## src/rtl/bullcow_game_core_param.sv

```systemverilog
// Bulls-and-Cows game engine for N players with D-digit codes.
// Players enter secrets in turn, then each one guesses the next player's secret.
module bullcow_game_core_param #(
    parameter int NUM_PLAYERS = 2,
    parameter int NUM_DIGITS  = 4,
    parameter int DIGIT_W     = 4,
    parameter int DIGIT_MAX   = 9,
    parameter int POINTS_W    = 8,
    localparam int PW = (NUM_PLAYERS > 2) ? $clog2(NUM_PLAYERS) : 1,
    localparam int CW = $clog2(NUM_DIGITS + 1)
) (
    input  logic                            clock,
    input  logic                            reset,
    input  logic                            enter,
    input  logic [NUM_DIGITS*DIGIT_W-1:0]   SW,
    output logic [2:0]                      game_state,
    output logic [PW-1:0]                   active_player,
    output logic [CW-1:0]                   bull_count,
    output logic [CW-1:0]                   cow_count,
    output logic                            guess_confirmed,
    output logic                            input_error,
    output logic [7:0]                      attempt_count,
    output logic [NUM_PLAYERS*POINTS_W-1:0] points
);

    localparam int CODE_W = NUM_DIGITS * DIGIT_W;
    localparam logic [PW-1:0] LAST_PLAYER = PW'(NUM_PLAYERS - 1);
    localparam logic [POINTS_W-1:0] POINTS_MAX = '1;

    typedef enum logic [2:0] {
        SETUP = 3'd0,
        GUESS = 3'd1,
        CHECK = 3'd2,
        WIN   = 3'd3
    } state_t;

    state_t              state;
    state_t              state_next;
    logic                enter_q;
    logic                enter_event;
    logic                sw_valid;
    logic [CODE_W-1:0]   guess;
    logic [CODE_W-1:0]   secret [NUM_PLAYERS];
    logic [POINTS_W-1:0] score  [NUM_PLAYERS];
    logic [CODE_W-1:0]   target;
    logic [PW-1:0]       next_player;
    logic [CW-1:0]       bulls_next;
    logic [CW-1:0]       cows_next;
    logic                cow_hit;
    logic                win;

    // A legal code uses only digits up to DIGIT_MAX, each at most once.
    function automatic logic code_valid(input logic [CODE_W-1:0] code);
        logic ok;
        ok = 1'b1;
        for (int i = 0; i < NUM_DIGITS; i++) begin
            if (int'(code[i*DIGIT_W +: DIGIT_W]) > DIGIT_MAX) ok = 1'b0;
            for (int j = i + 1; j < NUM_DIGITS; j++) begin
                if (code[i*DIGIT_W +: DIGIT_W] == code[j*DIGIT_W +: DIGIT_W]) ok = 1'b0;
            end
        end
        return ok;
    endfunction

    assign enter_event = enter && !enter_q;
    assign sw_valid    = code_valid(SW);
    assign next_player = (active_player == LAST_PLAYER) ? '0 : active_player + PW'(1);
    assign target      = secret[next_player];
    assign win         = (bulls_next == CW'(NUM_DIGITS));

    // Cows only count digits that are not already bulls, so each position scores at most once.
    always_comb begin
        bulls_next = '0;
        cows_next  = '0;
        cow_hit    = 1'b0;
        for (int i = 0; i < NUM_DIGITS; i++) begin
            cow_hit = 1'b0;
            if (guess[i*DIGIT_W +: DIGIT_W] == target[i*DIGIT_W +: DIGIT_W]) begin
                bulls_next = bulls_next + CW'(1);
            end else begin
                for (int j = 0; j < NUM_DIGITS; j++) begin
                    if (j != i && guess[i*DIGIT_W +: DIGIT_W] == target[j*DIGIT_W +: DIGIT_W])
                        cow_hit = 1'b1;
                end
                if (cow_hit) cows_next = cows_next + CW'(1);
            end
        end
    end

    always_ff @(posedge clock) begin
        if (!reset) state <= SETUP;
        else        state <= state_next;
    end

    always_comb begin
        state_next = state;
        case (state)
            SETUP: if (enter_event && sw_valid && active_player == LAST_PLAYER) state_next = GUESS;
            GUESS: if (enter_event && sw_valid) state_next = CHECK;
            CHECK: state_next = win ? WIN : GUESS;
            WIN:   if (enter_event) state_next = SETUP;
            default: state_next = SETUP;
        endcase
    end

    // Datapath registers; pulses default low so each lasts a single cycle.
    always_ff @(posedge clock) begin
        if (!reset) begin
            enter_q         <= 1'b0;
            active_player   <= '0;
            bull_count      <= '0;
            cow_count       <= '0;
            guess_confirmed <= 1'b0;
            input_error     <= 1'b0;
            attempt_count   <= '0;
            guess           <= '0;
            for (int p = 0; p < NUM_PLAYERS; p++) begin
                secret[p] <= '0;
                score[p]  <= '0;
            end
        end else begin
            enter_q         <= enter;
            guess_confirmed <= 1'b0;
            input_error     <= 1'b0;
            case (state)
                SETUP: begin
                    if (enter_event) begin
                        if (sw_valid) begin
                            secret[active_player] <= SW;
                            active_player         <= next_player;
                            if (active_player == LAST_PLAYER) attempt_count <= '0;
                        end else begin
                            input_error <= 1'b1;
                        end
                    end
                end
                GUESS: begin
                    if (enter_event) begin
                        if (sw_valid) guess       <= SW;
                        else          input_error <= 1'b1;
                    end
                end
                CHECK: begin
                    bull_count      <= bulls_next;
                    cow_count       <= cows_next;
                    guess_confirmed <= 1'b1;
                    if (attempt_count != 8'hFF) attempt_count <= attempt_count + 8'd1;
                    if (win) begin
                        if (score[active_player] != POINTS_MAX)
                            score[active_player] <= score[active_player] + POINTS_W'(1);
                    end else begin
                        active_player <= next_player;
                    end
                end
                WIN: begin
                    if (enter_event) begin
                        active_player <= '0;
                        bull_count    <= '0;
                        cow_count     <= '0;
                    end
                end
                default: ;
            endcase
        end
    end

    always_comb begin
        game_state = state;
        points     = '0;
        for (int p = 0; p < NUM_PLAYERS; p++) begin
            points[p*POINTS_W +: POINTS_W] = score[p];
        end
    end

endmodule

```

## config.mk

```make
export PLATFORM = sky130hd
export DESIGN_NAME = bullcow_game_core_param
export DESIGN_NICKNAME = d
export VERILOG_FILES = /design/src/rtl/bullcow_game_core_param.sv
export SDC_FILE = /design/constraint.sdc
export NUM_CORES = 1
export LEC_CHECK = 0
export ABC_AREA = 1
export CAP_MARGIN = 10
export CORE_MARGIN = 5
export CORE_UTILIZATION = 25
export DETAILED_ROUTE_END_ITERATION = 6
export PLACE_DENSITY = 0.39
export SYNTH_ARGS = -nofsm -noshare
export SYNTH_HDL_FRONTEND = slang
export SYNTH_SLANG_ARGS = --single-unit
```

## constraint.sdc

```tcl
create_clock -name clock -period 7.8 [get_ports clock]
set_input_delay 0.78 -clock clock [delete_from_list [all_inputs] [get_ports clock]]
set_output_delay 0.78 -clock clock [all_outputs]
set_load 0.01 [all_outputs]
```

==> reports/qor.txt, run 1 <==
Leak - 0.00289 uW
die extent in x - 158 microns
WL final - 16,100 microns
pin count of the biggest net entering global routing - 33
worst r2r src - active_player
final count of pins violating max slew - 0
# IOs - 55
Req. time, crit path - 7.81 ns
fin nets - 793
commonest non-fill, non-tap cell in the layout - nand2_1
Finished Layout Cells - 1,051
cells along the critical path - buf_4 -> inv_6 -> o21ai_1 -> nand2_1 -> a21oi_1 -> nor2b_4 -> inv_2 -> ha_1 -> nand3_1 -> nand2_2 -> inv_1 -> ha_1 -> nand3_2 -> inv_1 -> nand2_1 -> nand2_1 -> nor2_2 -> nand2_2 -> nor2_4 -> nand2_4 -> nand2_1
setup total negative slack - 0 ns
min-delay worst type - reg2reg
post-synth top area share - 0.263
DR WL/cell - 15.3 microns
CTS sink count - 85
outcome - complete, no violations
Setup crit start kind - register
Final Util - 0.305
drt pass-1 iters - 7
Synth Net Count - 749
Mapped Avg Cell Area - 7.58 sq um
CTS tree - yes
fmax - 247 MHz
r2r setup slk - 3.75 ns
critical path endpoint category - register
vias in the first global route - 4,630
Placed Instances - 1,035
RSZ-0062 raised after global routing - no
Design Area, Final - 6610 sq um
Remaining DRCs - 0
hold endpoint - cow_count[1]
Mapped Area - 5470 sq um
Critical Path AT - 4.06 ns
largest area contributor in the netlist - edfxtp_1
Max clock buf depth - 2
synth unique cells - 42
crit-path max cell delay - 0.40 ns
grt ovf - 0
Slowest-stage cell, CP - o21ai_1
antenna-violating nets left - 0
GRT Total Usage - 0.134
most frequent cells in the layout - nand2_1, nor2_1, inv_1
min-delay src - cow_count[1]
Worst path most repeated cell - nand2_1
reg2reg end - score[1][7]
placer congestion estimate - 0.860
Ant. Diodes - 0
hold buffer count at cts - 0
area of placed instances - 6240 sq um
PortBufs - 53
# setup viols final - 0
Hold Path Depth - 2
die footprint - 24,900 sq um
post-CTS setup buffer count - 0
Starting Density - 0.252
CTS root buffer - clkbuf_16
Resized Gates After CTS - 0
Final Skew - 0.00984 ns
Slew @ Worst Pin - 0.785 ns
post-synthesis sequential area ratio - 0.399
share of cells above drive strength 1 - 0.0908
Synth Warn # - 0
Num CTS Buffers - 9
Reg clk slew, reported paths - 0.07 ns
synth top area cells - edfxtp_1, dfxtp_1, nand2_1, xor2_1, nor2_1
Final period util - 0.519
Hold Vio Cnt, Final - 0
CP Class - reg2reg
Max FO, Critical Path - 27
worst-skew pair later-pin latency - 0.35 ns
vias post-DR - 4,519
Hold WS - 0.477 ns
Worst slew margin - 0.475
PwrDens - 184 nW/um^2
initial antenna violation count - 0
maximum VDD drop - 0.103 mV
max_cap viols - 0
Fill cells - 2,299
core area - 21,700 sq um
Final min period - 4.05 ns
synthesis-to-layout area growth - 20.7%
first-pass GRT wire length - 26,000 microns
worst reg2reg path depth - 21
Mapped Cells - 722
Die Ht - 158 microns
flops & latches, synth - 85
row count - 54
DR vias/cell - 4.30
dpl hpwl - 12,900 microns
H-tree depth - 3
drt first-iter violations - 282
[Yosys cell counts (all sizes together)]
library cell	count
a32o	2
nor3	5
nand4	8
edfxtp	48
dfxtp	37
mux2	4
and2	1
buf	14
o311ai	1
mux2i	1
a22oi	1
conb	1
xor2	50
a41oi	1
nand3	46
nor3b	1
o211ai	1
nor2b	1
o21ai	41
nand2	212
xnor2	9
nor2	96
a21oi	33
a211oi	1
ha	8
clkbuf	10
inv	86
nand3b	3
[metal layers]
layer  track usage  wire length, microns  share of wire
met1         0.188                  8140           0.51
met2         0.215                  7330           0.46
met3        0.0197                   394          0.025
met4        0.0366                   196          0.012
met5             0                     0              0
[cell type report]
type / instances / area (sq um) / share of cell area
Sequential cell: 85 / 2180 / 0.330
Timing Repair Buffer: 57 / 561 / 0.0848
Clock buffer: 9 / 225 / 0.0341
Clock inverter: 7 / 144 / 0.0218
Multi-Input combinational cell: 527 / 2820 / 0.426
Tap cell: 280 / 350 / 0.0530
Inverter: 86 / 328 / 0.0496
[flip-flops by register name, indices dropped and copies added (netlist names), named ones only]
| signal | cells |
|---|---|
| secret | 32 |
| guess | 16 |
| score | 16 |
| attempt_count | 8 |
| bull_count | 3 |
| cow_count | 3 |
| game_state | 2 |
| active_player | 1 |
| enter_q | 1 |
| guess_confirmed | 1 |
| input_error | 1 |
[power breakdown]
group	internal [uW]	switching, uW
Clock	348	192
Sequential	484	6.03
Combinational	66.4	119
Total	898	317
[metrics by stage]
stage / worst slack, ns / total power (uW)
after floorplan: 4.59 / 628
after global placement: 3.65 / 689
after detailed placement: 3.67 / 688
after CTS: 3.66 / 1230
after global routing: 3.34 / 1270
final: 3.75 / 1210
[logic make-up after synthesis]
family	Yosys count	share of synthesized area
compound gates	81	0.0821
xor+xnor	59	0.0944
fa+ha+maj	8	0.0183
buf+inv	110	0.0864
flops	85	0.399
mux	5	0.0101
other cells	1	0.000685
simple gates	373	0.309
[worst max path at each step]
stage,startpoint,endpoint
after floorplan,active_player,score[0][0]
after global placement,active_player,score[1][5]
after detailed placement,active_player,score[1][5]
after CTS,active_player,score[1][7]
after global routing,active_player,score[1][7]
final,active_player,score[1][7]
[critical path, delay by kind of cell, from the launching register on]
| family | cells | cell delay [ns] |
|---|---|---|
| AOI/OAI and AO/OA | 2 | 0.57 |
| and+or+nand+nor | 12 | 1.62 |
| DFF | 1 | 0.31 |
| buffers and inverters | 5 | 0.69 |
| adders and majority gates | 2 | 0.49 |
(Power assumes the default switching activity.)
==> inputs of run 2 (changes only) <==
PLACE_DENSITY = 0.41   (was 0.39)
clock period = 3.29 ns   (was 7.8 ns; I/O delays follow)
==> reports/qor.txt, run 2 (synthesis results as in run 1) <==
pin count of the biggest net entering global routing - 20
biggest regs - secret (32), guess (16), score (16)
Slowest-stage cell, CP - dfxtp_4
Max clock buf depth - 2
H-tree depth - 3
Fill cells - 2,325
maximum VDD drop - 0.230 mV
CP Class - reg2reg
Final period util - 0.927
WL final - 16,200 microns
core area - 21,700 sq um
CTS root buffer - clkbuf_16
most frequent cells in the layout - nand2_1, nor2_1, inv_1
GRT Total Usage - 0.133
Die Ht - 158 microns
Final min period - 3.05 ns
Finished Layout Cells - 1,106
crit-path max cell delay - 0.38 ns
Worst slew margin - 0.624
drt first-iter violations - 241
row count - 54
area of placed instances - 6680 sq um
Design Area, Final - 7130 sq um
dpl hpwl - 12,800 microns
Worst path most repeated cell - nand2_1
# IOs - 55
max_cap viols - 0
crit path launch - active_player
min-delay worst type - reg2reg
outcome - complete, no violations
share of cells above drive strength 1 - 0.178
die extent in x - 158 microns
Req. time, crit path - 3.34 ns
first-pass GRT wire length - 25,500 microns
PwrDens - 394 nW/um^2
Reg clk slew, reported paths - 0.07 ns
CTS tree - yes
# setup viols final - 0
Leak - 0.00315 uW
worst-skew pair later-pin latency - 0.35 ns
fmax - 328 MHz
Hold WS - 0.474 ns
grt ovf - 0
DR WL/cell - 14.7 microns
initial antenna violation count - 0
die footprint - 24,900 sq um
synthesis-to-layout area growth - 30.3%
antenna-violating nets left - 0
final count of pins violating max slew - 0
vias post-DR - 4,703
worst r2r src - active_player
cells along the critical path - buf_12 -> buf_6 -> o21ai_4 -> xor2_1 -> nand2_1 -> nor2b_4 -> inv_2 -> ha_4 -> nand3_2 -> nand2_2 -> inv_1 -> ha_1 -> nand3_2 -> inv_1 -> nand2_1 -> nand2_1 -> nor2_2 -> nand2_2 -> nor2_4 -> nand2_4 -> nand2_4
Setup crit start kind - register
Final Skew - 0.0124 ns
Max FO, Critical Path - 8
vias in the first global route - 4,608
Remaining DRCs - 0
hold buffer count at cts - 0
placer congestion estimate - 0.802
drt pass-1 iters - 4
Ant. Diodes - 0
Starting Density - 0.252
Hold Vio Cnt, Final - 0
Placed Instances - 1,089
Num CTS Buffers - 9
min-delay src - cow_count[2]
register with the most flip-flops - secret
PortBufs - 53
CTS sink count - 85
fin nets - 848
commonest non-fill, non-tap cell in the layout - nand2_1
Critical Path AT - 3.10 ns
Slew @ Worst Pin - 0.562 ns
DR vias/cell - 4.25
number of flip-flops in the largest register - 32
critical path endpoint category - register
## run 2: cell count changes in the layout (fill, tap and decap cells not counted), sizes merged
cell      previous run  this run
buf                  4        58
bufinv               4         2
clkinvlp             0         2
clkbuf               9        10
## run 2: area by class of cell
type	count	area, sq um	area share
Clock inverter	7	97.6	0.0137
Tap cell	280	350	0.0492
Sequential cell	85	2190	0.307
Multi-Input combinational cell	527	2930	0.412
Inverter	86	328	0.0460
Timing Repair Buffer	112	1010	0.141
Clock buffer	9	225	0.0316
## run 2: per-layer routing
| layer | GRT usage | share of wire | vias up |
|---|---|---|---|
| li1 | - | - | 2501 |
| met1 | 0.194 | 0.52 | 2125 |
| met2 | 0.200 | 0.44 | 63 |
| met3 | 0.0241 | 0.026 | 14 |
| met4 | 0.0390 | 0.015 | 0 |
| met5 | 0 | 0 | - |
## run 2: final timing paths
check                                    end  slack (ns)  cells past startpoint
worst max-delay path             score[1][6]        0.24                     21
worst max register to register   score[1][6]        0.24                     21
worst min register to register  cow_count[2]        0.47                      2
worst min-delay path            cow_count[2]        0.47                      2
## run 2: what timing repair did
| item | in CTS | in global routing |
|---|---|---|
| endpoints found under the hold margin | 0 | 0 |
| gates cloned | 0 | 1 |
| pin swaps | 0 | 10 |
| buffers inserted | 0 | 2 |
| setup endpoints to repair | 9 | 33 |
| resized for setup | 2 | 29 |
## run 2: critical path, delay by kind of cell, from the launching register on
family / cells / cell delay [ns]
compound gates: 1 / 0.15
simple gates: 12 / 1.18
flops: 1 / 0.38
xor+xnor: 1 / 0.15
buf+inv: 5 / 0.41
fa+ha+maj: 2 / 0.46
## run 2: where the power goes
group | switching, uW | total, uW | internal, uW
combinational | 295 | 514 | 219
clock | 457 | 1130 | 670
sequential | 18.8 | 1160 | 1150
## run 2: per-stage QoR
| stage | utilization | setup TNS [ns] | total power, uW | setup WS (ns) |
|---|---|---|---|---|
| 6_report | 0.329 | 0 | 2810 | 0.240 |
| 5_1_grt | 0.329 | -0.00349 | 2940 | -0.00349 |
| 4_1_cts | 0.323 | 0 | 2840 | 0.0589 |
| 3_5_place_dp | 0.308 | -0.0954 | 1690 | -0.0954 |
| 3_3_place_gp | 0.308 | -0.0635 | 1690 | -0.0635 |
| 2_1_floorplan | - | 0 | 1490 | 0.0804 |
